--- src/rtl/writeback_commit.sv ---
// Writeback stage: retires one instruction per cycle, writes the register file,
// trains the branch predictor, keeps the retire counters and queues commit-trace records.
module writeback_commit #(
  parameter int XLEN        = 64,
  parameter int PC_WIDTH    = 64,
  parameter int INSTR_WIDTH = 32,
  parameter int TRACE_DEPTH = 4
) (
  input  logic                   clk_i,
  input  logic                   rst_n,
  input  logic                   MD_commit_i,
  input  logic [INSTR_WIDTH-1:0] MD_instr_i,
  input  logic [PC_WIDTH-1:0]    MD_PC_i,
  input  logic [PC_WIDTH-1:0]    MD_nPC_i,
  input  logic                   MD_sel_reg_i,
  input  logic [XLEN-1:0]        MD_valM_i,
  input  logic [XLEN-1:0]        MD_valE_i,
  input  logic                   MD_need_dstE_i,
  input  logic [4:0]             MD_dstE_i,
  input  logic                   MD_train_vaild_i,
  input  logic                   MD_train_predict_i,
  input  logic                   MD_train_taken_i,
  output logic                   W_stall_o,
  output logic                   W_reg_we_o,
  output logic [4:0]             W_reg_waddr_o,
  output logic [XLEN-1:0]        W_reg_wdata_o,
  output logic                   W_bp_valid_o,
  output logic                   W_bp_taken_o,
  output logic                   W_bp_mispredict_o,
  output logic [PC_WIDTH-1:0]    W_bp_PC_o,
  output logic [63:0]            W_minstret_o,
  output logic [63:0]            W_mcycle_o,
  output logic [31:0]            W_mispred_cnt_o,
  output logic                   trace_valid_o,
  input  logic                   trace_ready_i,
  output logic [PC_WIDTH-1:0]    trace_PC_o,
  output logic [PC_WIDTH-1:0]    trace_nPC_o,
  output logic [INSTR_WIDTH-1:0] trace_instr_o,
  output logic                   trace_wen_o,
  output logic [4:0]             trace_wdst_o,
  output logic [XLEN-1:0]        trace_wdata_o
);

  localparam int AW = $clog2(TRACE_DEPTH);
  localparam int CW = AW + 1;
  localparam logic [CW-1:0] LP_FULL = CW'(TRACE_DEPTH);

  logic [AW-1:0] r_wptr, r_rptr;
  logic [CW-1:0] r_count;

  logic [PC_WIDTH-1:0]    r_mem_pc    [TRACE_DEPTH];
  logic [PC_WIDTH-1:0]    r_mem_npc   [TRACE_DEPTH];
  logic [INSTR_WIDTH-1:0] r_mem_instr [TRACE_DEPTH];
  logic                   r_mem_wen   [TRACE_DEPTH];
  logic [4:0]             r_mem_wdst  [TRACE_DEPTH];
  logic [XLEN-1:0]        r_mem_wdata [TRACE_DEPTH];

  logic            r_bp_valid, r_bp_taken, r_bp_mispredict;
  logic [PC_WIDTH-1:0] r_bp_pc;
  logic [63:0]     r_minstret, r_mcycle;
  logic [31:0]     r_mispred_cnt;

  logic            w_acc, w_push, w_pop, w_train, w_mispred;
  logic            w_we;
  logic [XLEN-1:0] w_wdata;

  // Stall comes from the registered count only, so a pop in the full cycle cannot admit a push.
  assign W_stall_o = (r_count == LP_FULL);
  assign w_acc     = MD_commit_i & ~W_stall_o;
  assign w_push    = w_acc;
  assign w_pop     = trace_valid_o & trace_ready_i;
  assign w_train   = w_acc & MD_train_vaild_i;
  assign w_mispred = MD_train_predict_i ^ MD_train_taken_i;

  assign w_wdata = MD_sel_reg_i ? MD_valM_i : MD_valE_i;
  assign w_we    = w_acc & MD_need_dstE_i & (MD_dstE_i != 5'd0);

  assign W_reg_we_o    = w_we;
  assign W_reg_waddr_o = MD_dstE_i;
  assign W_reg_wdata_o = w_wdata;

  always_ff @(posedge clk_i or negedge rst_n) begin
    if (!rst_n) begin
      r_wptr  <= '0;
      r_rptr  <= '0;
      r_count <= '0;
    end else begin
      if (w_push) r_wptr <= r_wptr + 1'b1;
      if (w_pop)  r_rptr <= r_rptr + 1'b1;
      if (w_push && !w_pop)      r_count <= r_count + 1'b1;
      else if (!w_push && w_pop) r_count <= r_count - 1'b1;
    end
  end

  always_ff @(posedge clk_i) begin
    if (w_push) begin
      r_mem_pc[r_wptr]    <= MD_PC_i;
      r_mem_npc[r_wptr]   <= MD_nPC_i;
      r_mem_instr[r_wptr] <= MD_instr_i;
      r_mem_wen[r_wptr]   <= w_we;
      r_mem_wdst[r_wptr]  <= MD_dstE_i;
      r_mem_wdata[r_wptr] <= w_wdata;
    end
  end

  assign trace_valid_o = (r_count != '0);
  assign trace_PC_o    = r_mem_pc[r_rptr];
  assign trace_nPC_o   = r_mem_npc[r_rptr];
  assign trace_instr_o = r_mem_instr[r_rptr];
  assign trace_wen_o   = r_mem_wen[r_rptr];
  assign trace_wdst_o  = r_mem_wdst[r_rptr];
  assign trace_wdata_o = r_mem_wdata[r_rptr];

  always_ff @(posedge clk_i or negedge rst_n) begin
    if (!rst_n) begin
      r_bp_valid      <= 1'b0;
      r_bp_taken      <= 1'b0;
      r_bp_mispredict <= 1'b0;
      r_bp_pc         <= '0;
    end else begin
      r_bp_valid <= w_train;
      if (w_train) begin
        r_bp_taken      <= MD_train_taken_i;
        r_bp_mispredict <= w_mispred;
        r_bp_pc         <= MD_PC_i;
      end
    end
  end

  always_ff @(posedge clk_i or negedge rst_n) begin
    if (!rst_n) begin
      r_minstret    <= '0;
      r_mcycle      <= '0;
      r_mispred_cnt <= '0;
    end else begin
      r_mcycle <= r_mcycle + 64'd1;
      if (w_acc)             r_minstret    <= r_minstret + 64'd1;
      if (w_train && w_mispred) r_mispred_cnt <= r_mispred_cnt + 32'd1;
    end
  end

  assign W_bp_valid_o      = r_bp_valid;
  assign W_bp_taken_o      = r_bp_taken;
  assign W_bp_mispredict_o = r_bp_mispredict;
  assign W_bp_PC_o         = r_bp_pc;
  assign W_minstret_o      = r_minstret;
  assign W_mcycle_o        = r_mcycle;
  assign W_mispred_cnt_o   = r_mispred_cnt;

endmodule

--- config.mk ---
export PLATFORM = sky130hd
export DESIGN_NAME = writeback_commit
export DESIGN_NICKNAME = d
export VERILOG_FILES = /design/src/rtl/writeback_commit.sv
export SDC_FILE = /design/constraint.sdc
export NUM_CORES = 1
export LEC_CHECK = 0
export ABC_AREA = 1
export CAP_MARGIN = 15
export CORE_AREA = 2 2 322 324
export CTS_BUF_LIST = sky130_fd_sc_hd__clkbuf_8
export CTS_CLUSTER_DIAMETER = 100
export DETAILED_ROUTE_END_ITERATION = 7
export DIE_AREA = 0 0 324 326
export PLACE_DENSITY = 0.72
export SLEW_MARGIN = 25
export SYNTH_ARGS = -nofsm -noshare
export SYNTH_HDL_FRONTEND = slang
export SYNTH_SLANG_ARGS = --single-unit
--- constraint.sdc ---
create_clock -name clk_i -period 12.58 [get_ports clk_i]
set_input_delay 1.887 -clock clk_i [delete_from_list [all_inputs] [get_ports clk_i]]
set_output_delay 1.887 -clock clk_i [all_outputs]
set_load 0.02 [all_outputs]
==> results.py <==
metrics = {
    "die": {
        "initial_core_util_pct": 45.54,
        "die_w_um": 324,
        "rows": 118,
        "die_area_mm2": 0.1056,
        "die_h_um": 326,
        "core_area_mm2": 0.1026,
        "num_io_pins": 831,
    },
    "setup_path": {
        "crit_arrival_ns": 5.16,
        "worstPathCellList": "buf_4, buf_4, buf_6, o21ai_0, o22ai_1, clkdlybuf4s50_1",
        "crit_fanout": 107,
        "cp_slowest_cell": "buf_4",
        "required_ns": 10.69,
        "rrSetupSlack_ns": 8.56,
        "worstSetupEndpointType": "output pin",
        "crit_path_frequent_cell": "buf_4",
        "rr_worst_depth": 7,
        "crit_type": "reg2out",
        "r2r-start": "r_count[0]",
        "r2r-end": "r_mem_npc[2][17]",
        "critPathMaxStageDelay_ns": 0.81,
        "start_kind": "register",
    },
    "sta": {
        "hold_viol_final": 0,
        "rsz0062_at_grt": "false",
        "slew_violations": 0,
        "fmax_ghz": 0.1420,
        "tns_ns": 0,
        "period_minus_slack_ns": 7.044,
        "tightest_slew_ns": 1.073,
        "relSlewSlack_pct": 28.47,
        "period_share_pct": 55.99,
        "finClkSkew_ns": 0.06522,
        "setup_viol": 0,
    },
    "logic_synthesis": {
        "netlist.top_cell.by_area": "edfxtp_1",
        "synthTopCellsByArea": "edfxtp_1, dfrtp_1, nor2_1",
        "synth_nets": 4192,
        "ys_ff_latch": 1154,
        "syn_area_per_cell_um2": 12.04,
        "synth_cell_type_count": 38,
        "synth-seq-area-share_pct": 71.65,
        "netlist_area_mm2": 0.04673,
        "synth_warnings": 0,
        "netlist_instances": 3881,
        "netlist.area_leader.share_pct": 59.12,
    },
    "min_path": {
        "hp-start": "W_bp_PC_o[53]",
        "hold_path_class": "reg2reg",
        "whs_path_depth": 2,
        "worstHoldEndpoint": "W_bp_PC_o[53]",
    },
    "power_and_ir_drop": {
        "powerDensity_mw_per_mm2": 222.5,
        "vdd_drop_max_mv": 0.1434,
        "finalPower_mw": 13.34,
        "p_leak_nw": 21.59,
    },
    "placement": {
        "portBuffers": 830,
        "dpl-instance-area_mm2": 0.05632,
        "place_congestion": 0.9210,
        "hpwl_mm": 88.08,
    },
    "cts": {
        "path_clk_slew_ns": 0.06,
        "clk_path_buf_depth": 3,
        "clkLatencyLatePin_ns": 0.89,
        "cts_max_level": 4,
        "cts-root-buf": "clkbuf_8",
        "cts_tree": "done",
        "ctsResizeCount": 0,
        "ctsHoldBuffers": 0,
        "cts_buffers": 187,
        "cts_setup_buffers": 0,
        "cts.sinks": 1154,
    },
    "global_route": {
        "grt_pass1_wl_mm": 200.4,
        "grt.total_usage_pct": 25.10,
        "antenna_found_initial": 19,
        "grt_max_degree": 217,
        "grt_overflow_total": 0,
        "grt_pass1_vias": 32859,
    },
    "status": {
        "outcome": "complete, no violations",
    },
    "cells_and_area": {
        "post-route-util_pct": 58.44,
        "final_cell_area_mm2": 0.05997,
        "syn_to_final_growth_pct": 28.32,
        "drive_gt1_share_pct": 8.192,
        "nNetsFinal": 5059,
    },
    "route": {
        "drc": 0,
        "initialDrtViolationCount": 2622,
        "via_per_inst": 5.315,
        "routed_wl_mm": 136.0,
        "wl_per_cell_um": 21.59,
        "vias": 33469,
        "antenna_left": 0,
        "firstDrtPassIters": 6,
    },
    "job": {
        "maxCapViolCount": 0,
    },
}
-- report_power, final --
group	leakage (nW)	switching [mW]	internal, mW
sequential	11.5	0.241	4.90
clock	2.15	1.52	1.56
combinational	7.96	3.27	1.84
total	21.6	5.03	8.31
-- registers in the layout (all words and copies together), names as in the netlist --
name / cells
W_bp_valid_o: 1
r_mem_wdata: 256
W_bp_mispredict_o: 1
W_mcycle_o: 64
W_minstret_o: 64
r_mem_instr: 128
r_rptr: 2
W_bp_taken_o: 1
r_mem_pc: 256
W_bp_PC_o: 64
r_count: 3
r_mem_wen: 4
r_mem_npc: 256
W_mispred_cnt_o: 32
r_mem_wdst: 20
r_wptr: 2
-- critical path, delay by kind of cell, from the launching register on --
family                 cells  cell delay (ns)
AOI/OAI and AO/OA          2             0.45
buffers and inverters      4             2.92
DFF                        1             0.76
-- per-stage QoR --
step                      hold WS (ns)  setup slack, ns  cells
after floorplan                 0.5196            3.848   3881
after global placement          0.4529            6.346   5937
after detailed placement        0.4570            6.225   5938
after CTS                       0.4707            5.236   6286
after global routing            0.4871            5.250   6296
final                           0.4684            5.536   6297
-- synth_stat cells (all sizes together) --
master / count
clkbuf: 123
nor2: 711
mux2: 65
a21boi: 1
nor4: 2
a21oi: 3
fa: 1
o21ai: 479
or2: 1
xnor2: 36
nand3: 76
nand2: 595
edfxtp: 920
xor2: 72
ha: 8
nand3b: 12
nor3b: 1
nor3: 49
and2: 7
inv: 151
o22ai: 230
dfrtp: 234
buf: 62
nand4: 42
-- layer usage --
metal / share of wire, % / track usage (%) / vias to the layer above
met2: 49 / 41.66 / 1297
met1: 39 / 30.83 / 16418
li1: - / - / 15460
met4: 3.8 / 11.18 / 20
met3: 7.8 / 6.565 / 274
met5: 0.086 / 0 / -
-- cell usage in the layout, fill, tap and decap left out, drive strengths merged, types with 7 or more instances in the layout --
master / instances
o21ai: 479
mux2: 65
nor3: 49
dfrtp: 234
o22ai: 230
xnor2: 36
clkdlybuf4s50: 828
clkinv: 53
xor2: 72
nand3b: 12
nor2: 711
ha: 8
nand3: 76
buf: 35
and2: 7
diode: 10
nand4: 42
clkbuf: 198
nand2: 595
inv: 244
edfxtp: 920
-- cell type report --
type / instances / area, µm²
Fill cell: 8249 / 42640
Sequential cell: 1154 / 33490
Multi-Input combinational cell: 2391 / 11900
Timing Repair Buffer: 863 / 8652
Clock buffer: 198 / 2725
Tap cell: 1380 / 1727
Clock inverter: 150 / 869.6
Inverter: 151 / 579.3
Antenna cell: 10 / 25.02
-- cell families (layout without fill, tap and decap cells) --
group           Yosys count  in the layout  synth area share (%)
simple gates           1496           1496                 13.26
flops                  1154           1154                 71.65
compound gates          713            713                 8.281
buf+inv                 336           1362                 2.950
xor+xnor                108            108                 2.040
mux                      65             65                 1.566
fa+ha+maj                 9              9                0.2570
other cells               0             10                     0
-- how the worst max path moves through the flow --
| stage | end | cells past startpoint | start | slack, ns |
|---|---|---|---|---|
| global placement | trace_PC_o[28] | 6 | r_rptr[0] | 6.35 |
| detailed placement | trace_PC_o[10] | 6 | r_rptr[0] | 6.22 |
| floorplan | r_mem_instr[0][0] | 4 | MD_commit_i | 3.85 |
| global route | trace_PC_o[12] | 6 | r_rptr[0] | 5.25 |
| finish | trace_PC_o[10] | 6 | r_rptr[0] | 5.54 |
| CTS | trace_nPC_o[26] | 6 | r_rptr[0] | 5.24 |
No activity file was read; power rests on OpenSTA's default activity.
